<file path="src/rtl/alu_mdu_pkg.sv">
// alu_mdu_pkg: shared types and op encodings for the alu_mdu multiply/divide unit.
package alu_mdu_pkg;

  // Architectural op encodings seen on the op bus
  typedef enum logic [2:0] {
    MDU_MULT  = 3'b000,
    MDU_MULTU = 3'b001,
    MDU_DIV   = 3'b010,
    MDU_DIVU  = 3'b011,
    MDU_MTHI  = 3'b100,
    MDU_MTLO  = 3'b101
  } mdu_op_t;

  // Sequencer states; busy is simply "not IDLE"
  typedef enum logic [1:0] {
    IDLE = 2'b00,
    RUN  = 2'b01,
    FIX  = 2'b10
  } mdu_state_t;

  localparam logic [2:0] OP_MULT  = 3'(MDU_MULT);
  localparam logic [2:0] OP_MULTU = 3'(MDU_MULTU);
  localparam logic [2:0] OP_DIV   = 3'(MDU_DIV);
  localparam logic [2:0] OP_DIVU  = 3'(MDU_DIVU);
  localparam logic [2:0] OP_MTHI  = 3'(MDU_MTHI);
  localparam logic [2:0] OP_MTLO  = 3'(MDU_MTLO);

  // Signed ops take absolute values of their operands and fix signs at the end
  function automatic logic op_is_signed(input logic [2:0] op);
    return (op == OP_MULT) || (op == OP_DIV);
  endfunction

endpackage

</file>
<file path="src/rtl/alu_mdu_if.sv">
// alu_mdu_if: request/response bundle between the EX stage and the multiply/divide unit.
interface alu_mdu_if #(parameter int W = 32);
  logic         start;
  logic [2:0]   op;
  logic [W-1:0] srca;
  logic [W-1:0] srcb;
  logic         flush;
  logic         busy;
  logic         done;
  logic         divz;
  logic [W-1:0] hi;
  logic [W-1:0] lo;

  modport master (
    output start, op, srca, srcb, flush,
    input  busy, done, divz, hi, lo
  );

  modport slave (
    input  start, op, srca, srcb, flush,
    output busy, done, divz, hi, lo
  );
endinterface

</file>
<file path="src/rtl/alu_mdu_divstep.sv">
// alu_mdu_divstep: one combinational restoring-division step.
// Shifts the next dividend bit into the partial remainder and subtracts the
// divisor when it fits, producing one quotient bit.
module alu_mdu_divstep #(parameter int W = 32) (
  input  logic [W:0]   i_rem,
  input  logic [W-1:0] i_div,
  input  logic         i_bit,
  output logic [W:0]   o_rem,
  output logic         o_qbit
);
  logic [W+1:0] w_shift;
  logic [W:0]   w_diff;

  // Trial subtraction; keep the difference only when it does not go negative
  always_comb begin
    w_shift = {i_rem, i_bit};
    w_diff  = w_shift[W:0] - {1'b0, i_div};
    if (w_shift >= {2'b00, i_div}) begin
      o_qbit = 1'b1;
      o_rem  = w_diff;
    end else begin
      o_qbit = 1'b0;
      o_rem  = w_shift[W:0];
    end
  end
endmodule

</file>
<file path="src/rtl/alu_mdu.sv">
// alu_mdu: iterative multiply/divide unit with architectural HI/LO registers.
// Signed ops run on magnitudes; sign correction is applied in the FIX state.
// Optional build macro ALU_MDU_FAST_MUL_EN: MULT/MULTU use a single-cycle
// W x W multiplier and skip the RUN state. Divide is iterative in both builds.
module alu_mdu
  import alu_mdu_pkg::*;
#(
  parameter int W = 32
) (
  input  logic      clk,
  input  logic      rst,
  alu_mdu_if.slave  mdu
);
  localparam int CW = $clog2(W) + 1;

  mdu_state_t   r_state;
  logic [CW-1:0] r_cnt;
  logic [W-1:0] r_a;          // multiplicand magnitude
  logic [W-1:0] r_b;          // divisor magnitude
  logic [W-1:0] r_q;          // multiplier bits (mul) / dividend->quotient (div)
  logic [W:0]   r_acc;        // product high half (mul) / partial remainder (div)
  logic [W-1:0] r_srca;       // original dividend, returned in HI on divide-by-zero
  logic [W-1:0] r_hi;
  logic [W-1:0] r_lo;
  logic         r_is_div;
  logic         r_neg_res;
  logic         r_neg_rem;
  logic         r_divz_pend;
  logic         r_done;
  logic         r_divz;

  logic         w_sgn_op;
  logic [W-1:0] w_abs_a;
  logic [W-1:0] w_abs_b;
  logic [W:0]   w_sum;
  logic [W:0]   w_div_rem;
  logic         w_qbit;
  logic [2*W-1:0] w_prod;
  logic [2*W-1:0] w_prod_fix;
  logic [W-1:0] w_quo_fix;
  logic [W-1:0] w_rem_fix;

`ifdef ALU_MDU_FAST_MUL_EN
  logic [2*W-1:0] w_fast_prod;
  assign w_fast_prod = {{W{1'b0}}, w_abs_a} * {{W{1'b0}}, w_abs_b};
`endif

  // Operand conditioning: magnitudes for signed ops, raw values otherwise
  always_comb begin
    w_sgn_op = op_is_signed(mdu.op);
    if (w_sgn_op && mdu.srca[W-1]) begin
      w_abs_a = -mdu.srca;
    end else begin
      w_abs_a = mdu.srca;
    end
    if (w_sgn_op && mdu.srcb[W-1]) begin
      w_abs_b = -mdu.srcb;
    end else begin
      w_abs_b = mdu.srcb;
    end
  end

  // Shift-add multiply step: add multiplicand when the current multiplier bit is set
  always_comb begin
    if (r_q[0]) begin
      w_sum = {1'b0, r_acc[W-1:0]} + {1'b0, r_a};
    end else begin
      w_sum = {1'b0, r_acc[W-1:0]};
    end
  end

  alu_mdu_divstep #(.W(W)) u_divstep (
    .i_rem  (r_acc),
    .i_div  (r_b),
    .i_bit  (r_q[W-1]),
    .o_rem  (w_div_rem),
    .o_qbit (w_qbit)
  );

  // Sign fix-up of the magnitude results, consumed in FIX
  always_comb begin
    w_prod = {r_acc[W-1:0], r_q};
    if (r_neg_res) begin
      w_prod_fix = -w_prod;
      w_quo_fix  = -r_q;
    end else begin
      w_prod_fix = w_prod;
      w_quo_fix  = r_q;
    end
    if (r_neg_rem) begin
      w_rem_fix = -r_acc[W-1:0];
    end else begin
      w_rem_fix = r_acc[W-1:0];
    end
  end

  // Sequencer: accept requests in IDLE, iterate in RUN, write HI/LO in FIX
  always_ff @(posedge clk or posedge rst) begin
    if (rst) begin
      r_state     <= IDLE;
      r_cnt       <= {CW{1'b0}};
      r_a         <= {W{1'b0}};
      r_b         <= {W{1'b0}};
      r_q         <= {W{1'b0}};
      r_acc       <= {(W+1){1'b0}};
      r_srca      <= {W{1'b0}};
      r_hi        <= {W{1'b0}};
      r_lo        <= {W{1'b0}};
      r_is_div    <= 1'b0;
      r_neg_res   <= 1'b0;
      r_neg_rem   <= 1'b0;
      r_divz_pend <= 1'b0;
      r_done      <= 1'b0;
      r_divz      <= 1'b0;
    end else begin
      r_done <= 1'b0;
      r_divz <= 1'b0;
      if (mdu.flush) begin
        // Abort wins over everything, including a same-cycle start
        r_state <= IDLE;
        r_cnt   <= {CW{1'b0}};
      end else begin
        case (r_state)
          IDLE: begin
            if (mdu.start) begin
              case (mdu.op)
                OP_MULT, OP_MULTU: begin
                  r_a         <= w_abs_a;
                  r_b         <= w_abs_b;
                  r_srca      <= mdu.srca;
                  r_is_div    <= 1'b0;
                  r_neg_res   <= w_sgn_op & (mdu.srca[W-1] ^ mdu.srcb[W-1]);
                  r_neg_rem   <= 1'b0;
                  r_divz_pend <= 1'b0;
                  r_cnt       <= {CW{1'b0}};
`ifdef ALU_MDU_FAST_MUL_EN
                  r_acc       <= {1'b0, w_fast_prod[2*W-1:W]};
                  r_q         <= w_fast_prod[W-1:0];
                  r_state     <= FIX;
`else
                  r_acc       <= {(W+1){1'b0}};
                  r_q         <= w_abs_b;
                  r_state     <= RUN;
`endif
                end
                OP_DIV, OP_DIVU: begin
                  r_a         <= w_abs_a;
                  r_b         <= w_abs_b;
                  r_q         <= w_abs_a;
                  r_acc       <= {(W+1){1'b0}};
                  r_srca      <= mdu.srca;
                  r_is_div    <= 1'b1;
                  r_neg_res   <= w_sgn_op & (mdu.srca[W-1] ^ mdu.srcb[W-1]);
                  r_neg_rem   <= w_sgn_op & mdu.srca[W-1];
                  r_divz_pend <= (mdu.srcb == {W{1'b0}});
                  r_cnt       <= {CW{1'b0}};
                  r_state     <= RUN;
                end
                OP_MTHI: r_hi <= mdu.srca;
                OP_MTLO: r_lo <= mdu.srca;
                default: ;
              endcase
            end
          end
          RUN: begin
            if (r_is_div) begin
              r_acc <= w_div_rem;
              r_q   <= {r_q[W-2:0], w_qbit};
            end else begin
              r_acc <= {1'b0, w_sum[W:1]};
              r_q   <= {w_sum[0], r_q[W-1:1]};
            end
            if (r_cnt == CW'(W - 1)) begin
              r_cnt   <= {CW{1'b0}};
              r_state <= FIX;
            end else begin
              r_cnt   <= r_cnt + {{(CW-1){1'b0}}, 1'b1};
            end
          end
          FIX: begin
            if (r_is_div) begin
              if (r_divz_pend) begin
                r_lo   <= {W{1'b1}};
                r_hi   <= r_srca;
                r_divz <= 1'b1;
              end else begin
                r_lo <= w_quo_fix;
                r_hi <= w_rem_fix;
              end
            end else begin
              r_hi <= w_prod_fix[2*W-1:W];
              r_lo <= w_prod_fix[W-1:0];
            end
            r_done  <= 1'b1;
            r_state <= IDLE;
          end
          default: begin
            r_state <= IDLE;
            r_cnt   <= {CW{1'b0}};
          end
        endcase
      end
    end
  end

  assign mdu.busy = (r_state != IDLE);
  assign mdu.done = r_done;
  assign mdu.divz = r_divz;
  assign mdu.hi   = r_hi;
  assign mdu.lo   = r_lo;

endmodule

</file>
<file path="src/flat_wrapper.sv">
// flat-port wrapper written by rule: the top's interface ports become plain ports
module alu_mdu_flat import alu_mdu_pkg::*;
#(
  parameter int W = 32
)
  (clk, rst, mdu_start, mdu_op, mdu_srca, mdu_srcb, mdu_flush, mdu_busy, mdu_done, mdu_divz, mdu_hi, mdu_lo);
  alu_mdu_if #(.W(W)) mdu_i ();
  input  logic clk;
  input  logic rst;
  input wire logic [$bits(mdu_i.start)-1:0] mdu_start;
  input wire logic [$bits(mdu_i.op)-1:0] mdu_op;
  input wire logic [$bits(mdu_i.srca)-1:0] mdu_srca;
  input wire logic [$bits(mdu_i.srcb)-1:0] mdu_srcb;
  input wire logic [$bits(mdu_i.flush)-1:0] mdu_flush;
  output wire logic [$bits(mdu_i.busy)-1:0] mdu_busy;
  output wire logic [$bits(mdu_i.done)-1:0] mdu_done;
  output wire logic [$bits(mdu_i.divz)-1:0] mdu_divz;
  output wire logic [$bits(mdu_i.hi)-1:0] mdu_hi;
  output wire logic [$bits(mdu_i.lo)-1:0] mdu_lo;
  assign mdu_i.start = mdu_start;
  assign mdu_i.op = mdu_op;
  assign mdu_i.srca = mdu_srca;
  assign mdu_i.srcb = mdu_srcb;
  assign mdu_i.flush = mdu_flush;
  assign mdu_busy = mdu_i.busy;
  assign mdu_done = mdu_i.done;
  assign mdu_divz = mdu_i.divz;
  assign mdu_hi = mdu_i.hi;
  assign mdu_lo = mdu_i.lo;
  alu_mdu #(.W(W)) u_core (.clk(clk), .rst(rst), .mdu(mdu_i));
endmodule
</file>
<file path="config.mk">
export PLATFORM = sky130hd
export DESIGN_NAME = alu_mdu_flat
export DESIGN_NICKNAME = d
export VERILOG_FILES = /design/src/rtl/alu_mdu_pkg.sv /design/src/rtl/alu_mdu_if.sv /design/src/rtl/alu_mdu_divstep.sv /design/src/rtl/alu_mdu.sv /design/src/flat_wrapper.sv
export SDC_FILE = /design/constraint.sdc
export NUM_CORES = 1
export LEC_CHECK = 0
export CELL_PAD_IN_SITES_DETAIL_PLACEMENT = 0
export CELL_PAD_IN_SITES_GLOBAL_PLACEMENT = 1
export CORE_MARGIN = 2
export CORE_UTILIZATION = 41
export DETAILED_ROUTE_END_ITERATION = 12
export GPL_ROUTABILITY_DRIVEN = 0
export PLACE_DENSITY_LB_ADDON = 0.1
export SYNTH_ARGS = -nofsm -noshare
export SYNTH_HDL_FRONTEND = slang
export SYNTH_HIERARCHICAL = 1
export SYNTH_SLANG_ARGS = --single-unit
</file>
<file path="constraint.sdc">
create_clock -name clk -period 8.5 [get_ports clk]
set_input_delay 2.55 -clock clk [delete_from_list [all_inputs] [get_ports clk]]
set_output_delay 2.55 -clock clk [all_outputs]
set_load 0.005 [all_outputs]
</file>
==> reports/qor.yml <==
pwr:
  p_comb_share_pct: 54.5
  sw_frac_of_total_pct: 48.43
  power_density_mw_per_mm2: 361.3
  leakagePower_uw: 0.009072
  seqPwrFrac_pct: 28.7
  p_int_uw: 4003
  ir_drop_v: 0.0002214
  switchingPower_uw: 3759
  power_frac_clock_pct: 16.9
worst_setup_path:
  critPathMaxFanout: 9
  regToRegSetupSlack_ps: 3590
  rr_worst_depth: 12
  criticalPathCategory: "in2reg"
  r2r-end: "u_core/r_acc[31]$_DFFE_PP0P_"
  required_ps: 8990
  cp_data_arrival_time_ps: 5860
  r2r-start: "u_core/r_acc[14]$_DFFE_PP0P_"
  endpoint_kind: "register"
  cp-start-kind: "input port"
yosys:
  synth.avg_cell_area_um2: 7.664
  synth_cell_types: 89
  yosysWarningCount: 6
  ys_ff_latch: 238
  synthFlopType: "dfrtp_1"
  synth_seq_area_share_pct: 31.89
  synth_edf_count: 0
  synth_top_area_cell: "dfrtp_1"
  synth_area_leaders: "dfrtp_1, nand2_1, o21ai_0, xnor2_1, ha_1"
  syn_inst: 2437
  ys_async_sr_fraction_pct: 100.0
  synth_top_area_share_pct: 31.89
  syn_area_mm2: 0.01868
  syn-num-nets: 2579
clock_tree:
  postCtsSetupBuffers: 0
  cts_tree: "done"
  clk_pin_slew_ps: 60
  h-tree-depth: 1
  cts-hold-fix-buffers: 0
  clkLatencyLatePin_ps: 600
  cts_max_path_buffers: 3
  cts_num_sinks: 238
  cts-resized-gates: 0
  numCtsBuffers: 30
  clk_root_buffer_cell: "clkbuf_16"
finish:
  fillers: 4498
  drive_gt1_share_pct: 5.174
  multi_input_area_mm2: 0.01180
  layout_common_cells: "nand2_1, o21ai_0, dfrtp_1"
  register_area_mm2: 0.005961
  finish.utilization_pct: 47.54
  syn2layout_area_growth_pct: 15.02
  final_common_cell: "nand2_1"
  layout.nets: 2611
global_route:
  grt_pass1_vias: 17810
  antenna_found_initial: 3
  overflow: 0
  grt_max_degree: 158
  grtUsageTotal_pct: 31.19
  grt_pass1_wl_um: 112100
placed_design:
  place_hpwl_um: 55780
  port-buffer-count: 137
sta:
  maxSlewViolCount: 0
  slew_headroom_pct: 24.00
  period_needed_ps: 5369
  finalHoldViolations: 0
  rsz0062_at_grt: "no"
  tightest_slew_ps: 1137
  fin_crit_sh_pct: 63.17
  fmax_mhz: 186.2
  setup_viol: 0
  fin_tns_setup_ps: 0
  clock-skew-final_ps: 31.36
floorplan:
  dieArea_mm2: 0.04728
  std_cell_rows: 78
  die_w_um: 217.4
  ioPinCount: 138
  start_util_pct: 41.33
  core_region_area_mm2: 0.04519
  fp.dieH_um: 217.4
detailed_routing:
  routed_wl_um: 74760
  wl_per_cell_um: 24.16
  route.detailed.drc: 0
  routed-via-count: 18580
  drtIter0Drc: 1965
  routed_via_density: 6.004
  firstDrtPassIters: 6
  ant_nets: 0
worst_hold_path:
  hp-start: "u_core/r_srca[7]$_DFFE_PP0P_"
  holdPathEnd: "u_core/r_srca[7]$_DFFE_PP0P_"
  min_path_cells: 2
  hp-class: "reg2reg"
run:
  drv_cap: 0
status:
  status: "finished clean"
-- cells by family (layout without fill, tap and decap cells) --
logic type	count (synthesis)	count (layout)	synth area share, %
simple gates	888	888	21.48
xor+xnor	187	187	8.769
flops	238	238	31.89
compound gates	739	739	24.55
other cells	0	1	0
fa+ha+maj	71	71	4.837
buf+inv	255	311	5.272
mux	59	59	3.196
-- power groups by stage --
stage / Sequential [µW] / Clock [µW] / Combinational [µW]
floorplan: 1830 / 0 / 3130
global placement: 2210 / 0 / 4120
detailed placement: 2220 / 0 / 4160
CTS: 2200 / 1330 / 4180
global route: 2260 / 1380 / 4670
finish: 2220 / 1310 / 4230
-- sequential cells by signal, summed over array words and instances, names as in the netlist --
signal,flops
u_core/r_acc,33
u_core/r_divz_pend,1
u_core/r_srca,31
u_core/r_cnt,6
u_core/mdu.hi,32
u_core/mdu.lo,32
u_core/r_q,32
u_core/mdu.done,1
u_core/r_neg_rem,1
u_core/r_a,32
u_core/r_is_div,1
u_core/r_b,32
u_core/r_neg_res,1
u_core/mdu.divz,1
u_core/r_state,2
-- worst max-delay path by stage --
| stage | start | to | cells past startpoint |
|---|---|---|---|
| 3_3_place_gp | mdu_srca[2] | u_core/r_q[30]$_DFFE_PP0P_ | 9 |
| 3_5_place_dp | mdu_srca[2] | u_core/r_q[20]$_DFFE_PP0P_ | 8 |
| 5_1_grt | mdu_srca[2] | u_core/r_q[30]$_DFFE_PP0P_ | 9 |
| 6_report | mdu_srca[2] | u_core/r_q[30]$_DFFE_PP0P_ | 9 |
| 4_1_cts | mdu_srca[2] | u_core/r_q[20]$_DFFE_PP0P_ | 8 |
| 2_1_floorplan | rst | u_core/mdu.divz$_DFF_PP0_ | 1 |
-- cell usage after synthesis (16+ instances only) --
master	n
a31oi_1	33
nand2_1	424
nor2_1	182
o22ai_1	33
nor3_1	54
o31ai_1	31
or4_1	20
nand2b_1	22
nor4_1	24
inv_1	77
a211oi_1	16
or3_1	20
a21oi_1	161
dfrtp_1	238
nand4_1	24
nand3_1	49
xnor2_1	110
o21ai_0	261
a21o_1	37
xor2_1	77
mux2i_1	54
ha_1	69
clkbuf_1	154
-- layer usage --
metal	vias to the layer above	wire length, µm	global-route usage (%)
li1	8745	-	-
met1	8991	32710	42.68
met2	699	34480	50.15
met3	137	4922	5.007
met4	4	2568	10.11
met5	-	81	1.042
-- metrics by stage --
step                      worst slack, ps  total power [µW]  cells  area (µm²)  hold WS, ps
after floorplan                      2830              4959   2437       18680        437.4
after global placement               2675              6334   3037       20480        457.2
after detailed placement             2552              6381   3037       20480        463.2
after CTS                            3181              7719   3093       21480        480.1
after global routing                 2826              8305   3093       21480        496.2
final                                3131              7762   3094       21480        481.4
-- worst max-delay path: stages --
cell	delay, ps
clkdlybuf4s50_1	600
or4_1	640
nor4b_2	560
nand2_1	340
nor4_1	340
a21oi_1	130
xnor2_1	270
o21ai_0	130
o32a_1	310
-- cell type report --
| class | count | share of cell area [%] |
|---|---|---|
| Antenna cell | 1 | 0.01165 |
| Clock buffer | 41 | 3.920 |
| Clock inverter | 15 | 0.7164 |
| Inverter | 79 | 1.398 |
| Multi-Input combinational cell | 1944 | 54.91 |
| Sequential cell | 238 | 27.75 |
| Tap cell | 600 | 3.495 |
| Timing Repair Buffer | 176 | 7.805 |
Power figures use the tool's default switching activity.
